`src/rtl/acc_sequencer_if.sv`:
```
// Handshake and accumulator/temp register bus between decode, the sequencer
// and the acc/temp register pair.
interface acc_sequencer_if #(
   parameter int DATA_W = 8
);
   logic              start;
   logic [2:0]        opcode;
   logic [DATA_W-1:0] operand;
   logic [DATA_W-1:0] acc_q;
   logic [DATA_W-1:0] temp_q;
   logic              acc_load;
   logic [DATA_W-1:0] acc_d;
   logic              temp_load;
   logic [DATA_W-1:0] temp_d;
   logic              busy;
   logic              done;
   logic              flag_z;
   logic              flag_c;

   modport master (
      output start, opcode, operand, acc_q, temp_q,
      input  acc_load, acc_d, temp_load, temp_d, busy, done, flag_z, flag_c
   );

   modport slave (
      input  start, opcode, operand, acc_q, temp_q,
      output acc_load, acc_d, temp_load, temp_d, busy, done, flag_z, flag_c
   );
endinterface

```
`src/rtl/acc_sequencer.sv`:
```
// Multi-cycle sequencer for the accumulator/temp pair: loads the operand into
// temp, then writes acc <op> temp back to acc; MUL runs as iterative shift-add.
module acc_sequencer #(
   parameter int DATA_W = 8
) (
   input logic             clk,
   input logic             reset,
   acc_sequencer_if.slave  bus
);

   localparam int               CNT_W     = $clog2(DATA_W + 1);
   localparam logic [2:0]       OP_MUL    = 3'd6;
   localparam logic [CNT_W-1:0] LAST_STEP = CNT_W'(DATA_W - 1);

   typedef enum logic [2:0] {
      S_IDLE,
      S_LOAD_T,
      S_EXEC,
      S_MUL_RUN,
      S_DONE
   } state_t;

   state_t              r_state;
   state_t              w_state_nxt;
   logic [2:0]          r_opcode;
   logic [DATA_W-1:0]   r_operand;
   logic [DATA_W-1:0]   r_mcand;
   logic [DATA_W-1:0]   r_mplier;
   logic [2*DATA_W-1:0] r_prod;
   logic [CNT_W-1:0]    r_cnt;
   logic                r_mul_init;
   logic                r_flag_z;
   logic                r_flag_c;

   logic                w_acc_load;
   logic [DATA_W-1:0]   w_acc_d;
   logic                w_temp_load;
   logic [DATA_W-1:0]   w_temp_d;
   logic                w_busy;
   logic                w_done;
   logic                w_flag_c_nxt;
   logic [2*DATA_W-1:0] w_step_prod;

   // Single-cycle ops; MSB of the return value is the carry/borrow flag.
   function automatic logic [DATA_W:0] alu_result(
      input logic [2:0]        op,
      input logic [DATA_W-1:0] a,
      input logic [DATA_W-1:0] b
   );
      logic [DATA_W:0] r;
      r = '0;
      case (op)
         3'd0:    r = {1'b0, b};
         3'd1:    r = {1'b0, a} + {1'b0, b};
         3'd2:    r = {(a < b), a - b};
         3'd3:    r = {1'b0, a & b};
         3'd4:    r = {1'b0, a | b};
         3'd5:    r = {1'b0, a ^ b};
         default: r = '0;
      endcase
      return r;
   endfunction

   function automatic logic [2*DATA_W-1:0] mul_step(
      input logic [2*DATA_W-1:0] prod,
      input logic [DATA_W-1:0]   mcand,
      input logic                mplier_lsb,
      input logic [CNT_W-1:0]    cnt
   );
      logic [2*DATA_W-1:0] pp;
      pp = mplier_lsb ? ({{DATA_W{1'b0}}, mcand} << cnt) : '0;
      return prod + pp;
   endfunction

   assign w_step_prod = mul_step(r_prod, r_mcand, r_mplier[0], r_cnt);

   always_comb begin
      w_state_nxt  = r_state;
      w_acc_load   = 1'b0;
      w_acc_d      = '0;
      w_temp_load  = 1'b0;
      w_temp_d     = '0;
      w_busy       = 1'b0;
      w_done       = 1'b0;
      w_flag_c_nxt = 1'b0;
      case (r_state)
         S_IDLE: begin
            if (bus.start) w_state_nxt = S_LOAD_T;
         end
         S_LOAD_T: begin
            w_busy      = 1'b1;
            w_temp_load = 1'b1;
            w_temp_d    = r_operand;
            w_state_nxt = (r_opcode == OP_MUL) ? S_MUL_RUN : S_EXEC;
         end
         S_EXEC: begin
            w_busy                  = 1'b1;
            {w_flag_c_nxt, w_acc_d} = alu_result(r_opcode, bus.acc_q, bus.temp_q);
            w_acc_load              = 1'b1;
            w_state_nxt             = S_DONE;
         end
         S_MUL_RUN: begin
            w_busy = 1'b1;
            // The last step writes back with its own partial product folded in.
            if (!r_mul_init && (r_cnt == LAST_STEP)) begin
               w_acc_load   = 1'b1;
               w_acc_d      = w_step_prod[DATA_W-1:0];
               w_flag_c_nxt = |w_step_prod[2*DATA_W-1:DATA_W];
               w_state_nxt  = S_DONE;
            end
         end
         S_DONE: begin
            w_busy      = 1'b1;
            w_done      = 1'b1;
            w_state_nxt = S_IDLE;
         end
         default: w_state_nxt = S_IDLE;
      endcase
      // Reset aborts in the same cycle: no strobe may escape.
      if (reset) begin
         w_state_nxt  = S_IDLE;
         w_acc_load   = 1'b0;
         w_acc_d      = '0;
         w_temp_load  = 1'b0;
         w_temp_d     = '0;
         w_busy       = 1'b0;
         w_done       = 1'b0;
         w_flag_c_nxt = 1'b0;
      end
   end

   always_ff @(posedge clk) begin
      if (reset) begin
         r_state    <= S_IDLE;
         r_opcode   <= '0;
         r_operand  <= '0;
         r_mcand    <= '0;
         r_mplier   <= '0;
         r_prod     <= '0;
         r_cnt      <= '0;
         r_mul_init <= 1'b0;
         r_flag_z   <= 1'b0;
         r_flag_c   <= 1'b0;
      end else begin
         r_state <= w_state_nxt;
         if ((r_state == S_IDLE) && bus.start) begin
            r_opcode  <= bus.opcode;
            r_operand <= bus.operand;
         end
         if (r_state == S_LOAD_T) r_mul_init <= (r_opcode == OP_MUL);
         if (r_state == S_MUL_RUN) begin
            if (r_mul_init) begin
               r_mcand    <= bus.temp_q;
               r_mplier   <= bus.acc_q;
               r_prod     <= '0;
               r_cnt      <= '0;
               r_mul_init <= 1'b0;
            end else begin
               r_prod   <= w_step_prod;
               r_mplier <= r_mplier >> 1;
               r_cnt    <= r_cnt + CNT_W'(1);
            end
         end
         if (w_acc_load) begin
            r_flag_z <= (w_acc_d == '0);
            r_flag_c <= w_flag_c_nxt;
         end
      end
   end

   assign bus.acc_load  = w_acc_load;
   assign bus.acc_d     = w_acc_d;
   assign bus.temp_load = w_temp_load;
   assign bus.temp_d    = w_temp_d;
   assign bus.busy      = w_busy;
   assign bus.done      = w_done;
   assign bus.flag_z    = r_flag_z & ~reset;
   assign bus.flag_c    = r_flag_c & ~reset;

endmodule

```
`src/flat_wrapper.sv`:
```
// flat-port wrapper written by rule: the top's interface ports become plain ports
module acc_sequencer_flat 
#(
   parameter int DATA_W = 8
)
  (clk, reset, bus_start, bus_opcode, bus_operand, bus_acc_q, bus_temp_q, bus_acc_load, bus_acc_d, bus_temp_load, bus_temp_d, bus_busy, bus_done, bus_flag_z, bus_flag_c);
  acc_sequencer_if #(.DATA_W(DATA_W)) bus_i ();
  input logic clk;
  input logic reset;
  input wire logic [$bits(bus_i.start)-1:0] bus_start;
  input wire logic [$bits(bus_i.opcode)-1:0] bus_opcode;
  input wire logic [$bits(bus_i.operand)-1:0] bus_operand;
  input wire logic [$bits(bus_i.acc_q)-1:0] bus_acc_q;
  input wire logic [$bits(bus_i.temp_q)-1:0] bus_temp_q;
  output wire logic [$bits(bus_i.acc_load)-1:0] bus_acc_load;
  output wire logic [$bits(bus_i.acc_d)-1:0] bus_acc_d;
  output wire logic [$bits(bus_i.temp_load)-1:0] bus_temp_load;
  output wire logic [$bits(bus_i.temp_d)-1:0] bus_temp_d;
  output wire logic [$bits(bus_i.busy)-1:0] bus_busy;
  output wire logic [$bits(bus_i.done)-1:0] bus_done;
  output wire logic [$bits(bus_i.flag_z)-1:0] bus_flag_z;
  output wire logic [$bits(bus_i.flag_c)-1:0] bus_flag_c;
  assign bus_i.start = bus_start;
  assign bus_i.opcode = bus_opcode;
  assign bus_i.operand = bus_operand;
  assign bus_i.acc_q = bus_acc_q;
  assign bus_i.temp_q = bus_temp_q;
  assign bus_acc_load = bus_i.acc_load;
  assign bus_acc_d = bus_i.acc_d;
  assign bus_temp_load = bus_i.temp_load;
  assign bus_temp_d = bus_i.temp_d;
  assign bus_busy = bus_i.busy;
  assign bus_done = bus_i.done;
  assign bus_flag_z = bus_i.flag_z;
  assign bus_flag_c = bus_i.flag_c;
  acc_sequencer #(.DATA_W(DATA_W)) u_core (.clk(clk), .reset(reset), .bus(bus_i));
endmodule
```
`config.mk`:
```
export PLATFORM = sky130hd
export DESIGN_NAME = acc_sequencer_flat
export DESIGN_NICKNAME = d
export VERILOG_FILES = /design/src/rtl/acc_sequencer_if.sv /design/src/rtl/acc_sequencer.sv /design/src/flat_wrapper.sv
export SDC_FILE = /design/constraint.sdc
export NUM_CORES = 1
export LEC_CHECK = 0
export ABC_AREA = 1
export CAP_MARGIN = 20
export CORE_MARGIN = 8
export CORE_UTILIZATION = 40
export CTS_CLUSTER_SIZE = 20
export DETAILED_ROUTE_END_ITERATION = 10
export GPL_TIMING_DRIVEN = 1
export HOLD_SLACK_MARGIN = 0.08
export SLEW_MARGIN = 5
export SYNTH_ARGS = -nofsm -noshare
export SYNTH_HDL_FRONTEND = slang
export SYNTH_SLANG_ARGS = --single-unit
```
`constraint.sdc`:
```
create_clock -name clk -period 2.62 [get_ports clk]
set_input_delay 0.524 -clock clk [delete_from_list [all_inputs] [get_ports clk]]
set_output_delay 0.524 -clock clk [all_outputs]
set_load 0.005 [all_outputs]
```
# After elaboration in Yosys (flattened, before gate mapping)
# Cells that the tools add are included.
# word_totals
regBits	53
inputBits	30
output_inout_bits	22
word_cells	73
# op_classes
order_cmp	1
eq_ne	13
shift	1
n_bitwise	6
addsub	4
n_reduce_logical	10
mux	28
# op_table
cell	n
9-bit one-hot mux with 6 select lines	1
8-bit two-way mux	5
16-bit two-way mux	2
16-bit adder	1
8-bit one-hot mux with 2 select lines	1
8-bit by 4-bit left shift with 16-bit output	1
1-bit two-way mux	13
3-bit by 2-bit equality test with 1-bit output (second input constant)	4
3-bit equality test (second input constant)	4
3-bit one-hot mux with 4 select lines	1
8-bit by 8-bit adder with 9-bit output	1
8-bit bitwise AND	1
8-bit logical NOT	1
8-bit less-than comparator	1
8-bit OR	1
8-bit OR reduction	1
8-bit subtractor	1
8-bit XOR	1
3-bit by 1-bit equality test with 1-bit output (second input constant)	2
3-bit logical NOT	2
3-bit two-way mux	2
4-bit by 1-bit adder with 4-bit output (second input constant)	1
4-bit by 3-bit equality test with 1-bit output (second input constant)	1
4-bit two-way mux	1
other kinds (9)	13

# Depth between registers and ports, before layout
# logic_depth
ltp_word	7
depth_mapped	24
mapped_depth_nobuf	23

# Worst setup path before layout
# Ideal clock, no wire load.
# synth_timing
path_kind	register to output
startpoint	register u_core.r_cnt[0]
endpoint	output port bus_acc_d[5]
arrival_time_ns	2.220
path_buffers	1
stages_incl_launch_ff	17
path_slack_ns	-0.124
cell_sequence	dfxtp_1 buf_2 nand2_1 o21ai_0 inv_1 o21ai_0 nand2_1 nor2_1 ha_1 or2_2 nand2_1 o21ai_0 xor2_1 nand2_1 nand2_1 nand2_1 inv_1
# synth_between
elab_chain_cells	6
# synth_lines
element	line	text
start, declared	acc_sequencer.sv:30	logic [CNT_W-1:0] r_cnt;
start signal, assigned	acc_sequencer.sv:161	r_cnt <= r_cnt + CNT_W'(1);
8-bit by 4-bit left shift with 16-bit output	acc_sequencer.sv:71	pp = mplier_lsb ? ({{DATA_W{1'b0}}, mcand} << cnt) : '0;
16-bit two-way mux	acc_sequencer.sv:71	
16-bit adder	acc_sequencer.sv:72	return prod + pp;
8-bit two-way mux (*)	acc_sequencer.sv:105	if (!r_mul_init && (r_cnt == LAST_STEP)) begin
8-bit one-hot mux with 2 select lines (*)	acc_sequencer.sv:86	case (r_state)
8-bit two-way mux (*)	acc_sequencer.sv:120	if (reset) begin
end, declared	flat_wrapper.sv:16	output wire logic [$bits(bus_i.acc_d)-1:0] bus_acc_d;
# Mark *: on every way between the ends. The rest lies on a longest branch, timed or not.

# Worst setup path in the final report
# layout_timing
startpoint	register u_core.r_cnt[0]
endpoint	output port bus_acc_d[6]
# The elaborated chain is that of the path after synthesis.

==> impl_metrics.tcl <==
set metrics [dict create \
    stdcell_count 1177 \
    grt_max_degree 25 \
    final_area_sq_um 7551 \
    synth_cell_types 41 \
    port_buffers 51 \
    drcViolationCount 0 \
    drt_pass1_iterations 5 \
    cts_root_buffer "clkbuf_16" \
    violations "negative setup slack" \
    setup_tns_ns -5.985 \
    core_area_sq_um 11860 \
    cts_sinks 53 \
    drt_iter0_drc 332 \
    grt_use_total 0.2127 \
    clk_pin_slew_ns 0.07 \
    ys.flop_type "dfxtp_1" \
    p_leak_nw 3.707 \
    fin_skew_ns 0.006054 \
    period_share 1.232 \
    ys_seq_area_frac 0.2204 \
    worst_r2r_endpoint "u_core.r_flag_c" \
    rows 40 \
    path_max_fanout 8 \
    crit_arrival_ns 2.70 \
    fmax_mhz 309.8 \
    clockBufferDepth 2 \
    dp.cells 1139 \
    antenna_found_initial 0 \
    antenna_cells 0 \
    regToRegSetupSlack_ns -0.58 \
    hpwl_mm 12.81 \
    final_cell_mix "nand2_1 (227), buf_4 (172), inv_1 (103)" \
    io_pins 52 \
    grt_pass1_wl_mm 27.92 \
    synth_area_sq_um 4813 \
    setup_viol 16 \
    layout_commonest_cell "nand2_1" \
    synth-edff-count 0 \
    power.density_nw_per_um2 322.3 \
    period_minus_slack_ns 3.228 \
    vias 5952 \
    place.gp.congestion 0.9109 \
    hold_buffers 0 \
    hold_path.class "reg2reg" \
    r2r_start "u_core.r_cnt[0]" \
    slew_violations 0 \
    start_util 0.4058 \
    max-cap-violations 0 \
    synth_seq_cells 53 \
    clk_latency_ns 0.31 \
    wl_mm 16.75 \
    syn_nets 882 \
    hold_violations 0 \
    slew_headroom 0.6221 \
    areaGrowthSynthToFinish_pct 56.88 \
    status "finished, violations left" \
    cp-start-kind "register" \
    placed_cell_area_sq_um 6581 \
    crit_start "u_core.r_cnt[0]" \
    via_per_inst 5.057 \
    layout-drive-gt1-share 0.3282 \
    cts_tree "done" \
    htreeDepth 2 \
    cp-end-kind "output port" \
    rsz0062_at_grt "true" \
    cts_inserted_buffers 5 \
    share_comb_of_total_power 0.322 \
    worst_pin_slew_ns 0.5654 \
    fp.dieW_um 125.7 \
    ant_nets 0 \
    p_int_mw 1.630 \
    power_frac_seq 0.356 \
    die_area_sq_um 15800 \
    die-height_um 125.7 \
    crit_end "bus_acc_d[6]" \
    synth_warnings 0 \
    setup_ws_ns -0.6076 \
    p_sw_frac 0.3302 \
    hold_ws_ns 0.4535 \
    synth-async-reset-ratio 0 \
    reg2regPathDepth 24 \
    ir_worst_vdd_mv 0.3410 \
    p_clk_frac 0.323 \
    crit_type "reg2out" \
    avgSynthCellArea_sq_um 5.950 \
    p_sw_mw 0.8035 \
    wl_per_cell_um 14.23 \
    fin_nets 1102 \
    synthCells 809 \
    grt_overflow 0 \
    cp.required_ns 2.10 \
    grt_pass1_vias 5997 \
]
worst max-delay path, stage by stage (launching register included):
cell and delay, ns:
dfxtp_4 0.38, inv_2 0.13, nand2_4 0.08, a21oi_4 0.18
nand2_2 0.10, nor2_2 0.15, buf_6 0.13, fa_2 0.21
nand3_2 0.08, nand3_2 0.10, nand2_1 0.08, nand2_2 0.10
xor2_2 0.19, nand2_1 0.07, nand2_1 0.09, nand2_2 0.07
inv_2 0.06, clkdlybuf4s15_2 0.19
per-layer routing:
layer  vias to the layer above  wire, um  track usage
met3                        21       958      0.04726
met4                         0       212      0.04728
met1                      2736      7897       0.2748
li1                       3039         -            -
met2                       156      7685       0.3531
met5                         -         0            0
what timing repair did:
| action | in CTS | in global routing |
|---|---|---|
| buffers inserted | 33 | 3 |
| hold endpoints to repair | 0 | 0 |
| pin swaps | 45 | 23 |
| endpoints found under the setup margin | 25 | 26 |
| gates resized for setup | 163 | 26 |
flip-flops by register name (all words and copies together), names as in the netlist:
signal	count
u_core.r_cnt	4
u_core.r_mcand	8
u_core.r_prod	16
u_core.r_state	3
u_core.r_operand	8
u_core.r_flag_z	1
u_core.r_opcode	3
u_core.r_mul_init	1
u_core.r_mplier	8
u_core.r_flag_c	1
cell type report:
cell class | instances | area (sq um)
Multi-Input combinational cell | 611 | 3682
Inverter | 118 | 449.2
Clock inverter | 3 | 46.29
Sequential cell | 53 | 1075
Timing Repair Buffer | 240 | 1989
Clock buffer | 5 | 125.1
Tap cell | 147 | 183.9
Fill cell | 1098 | 4310
power groups by stage:
stage | Sequential (mW) | Combinational (mW) | Clock [mW]
after floorplan | 0.877 | 0.407 | 0
after global placement | 0.886 | 0.740 | 0
after detailed placement | 0.886 | 0.744 | 0
after CTS | 0.866 | 0.773 | 0.799
after global routing | 0.871 | 0.867 | 0.829
final | 0.866 | 0.783 | 0.786
metrics by stage:
step | total power [mW] | setup WS [ns] | utilization
floorplan | 1.284 | 0.02670 | -
global placement | 1.626 | -0.9530 | 0.5549
detailed placement | 1.630 | -0.9843 | 0.5549
CTS | 2.438 | -0.6242 | 0.6258
global route | 2.567 | -0.8071 | 0.6366
finish | 2.434 | -0.6076 | 0.6366
logic make-up after synthesis:
family	after synthesis	share of synthesized area
compound gates	136	0.1541
buf+inv	145	0.1240
xor+xnor	7	0.01274
mux	1	0.002080
fa+ha+maj	43	0.1165
flops	53	0.2204
simple gates	424	0.3702
cells in the mapped netlist, drive strengths merged, types with 2 or more instances:
cell	count	area share
xor2	5	0.0091
a31oi	7	0.0091
or2	2	0.0026
o22ai	9	0.012
fa	3	0.012
nand2	258	0.20
dfxtp	53	0.22
ha	40	0.10
inv	117	0.092
clkbuf	12	0.0094
nand4	12	0.016
nand3b	3	0.0047
o21ai	41	0.043
o21a	2	0.0031
nor3	9	0.0094
a21oi	70	0.076
nand3	62	0.067
nor2	76	0.066
buf	15	0.022
xnor2	2	0.0036
worst min path at each step:
| stage | to | cells past startpoint | startpoint |
|---|---|---|---|
| global route | u_core.r_operand[3] | 2 | u_core.r_operand[3] |
| floorplan | u_core.r_operand[0] | 2 | u_core.r_operand[0] |
| detailed placement | u_core.r_operand[7] | 2 | u_core.r_operand[7] |
| CTS | u_core.r_operand[7] | 2 | u_core.r_operand[7] |
| global placement | u_core.r_operand[5] | 2 | u_core.r_operand[5] |
| finish | u_core.r_operand[7] | 2 | u_core.r_operand[7] |
No activity file was read; power rests on OpenSTA's default activity.
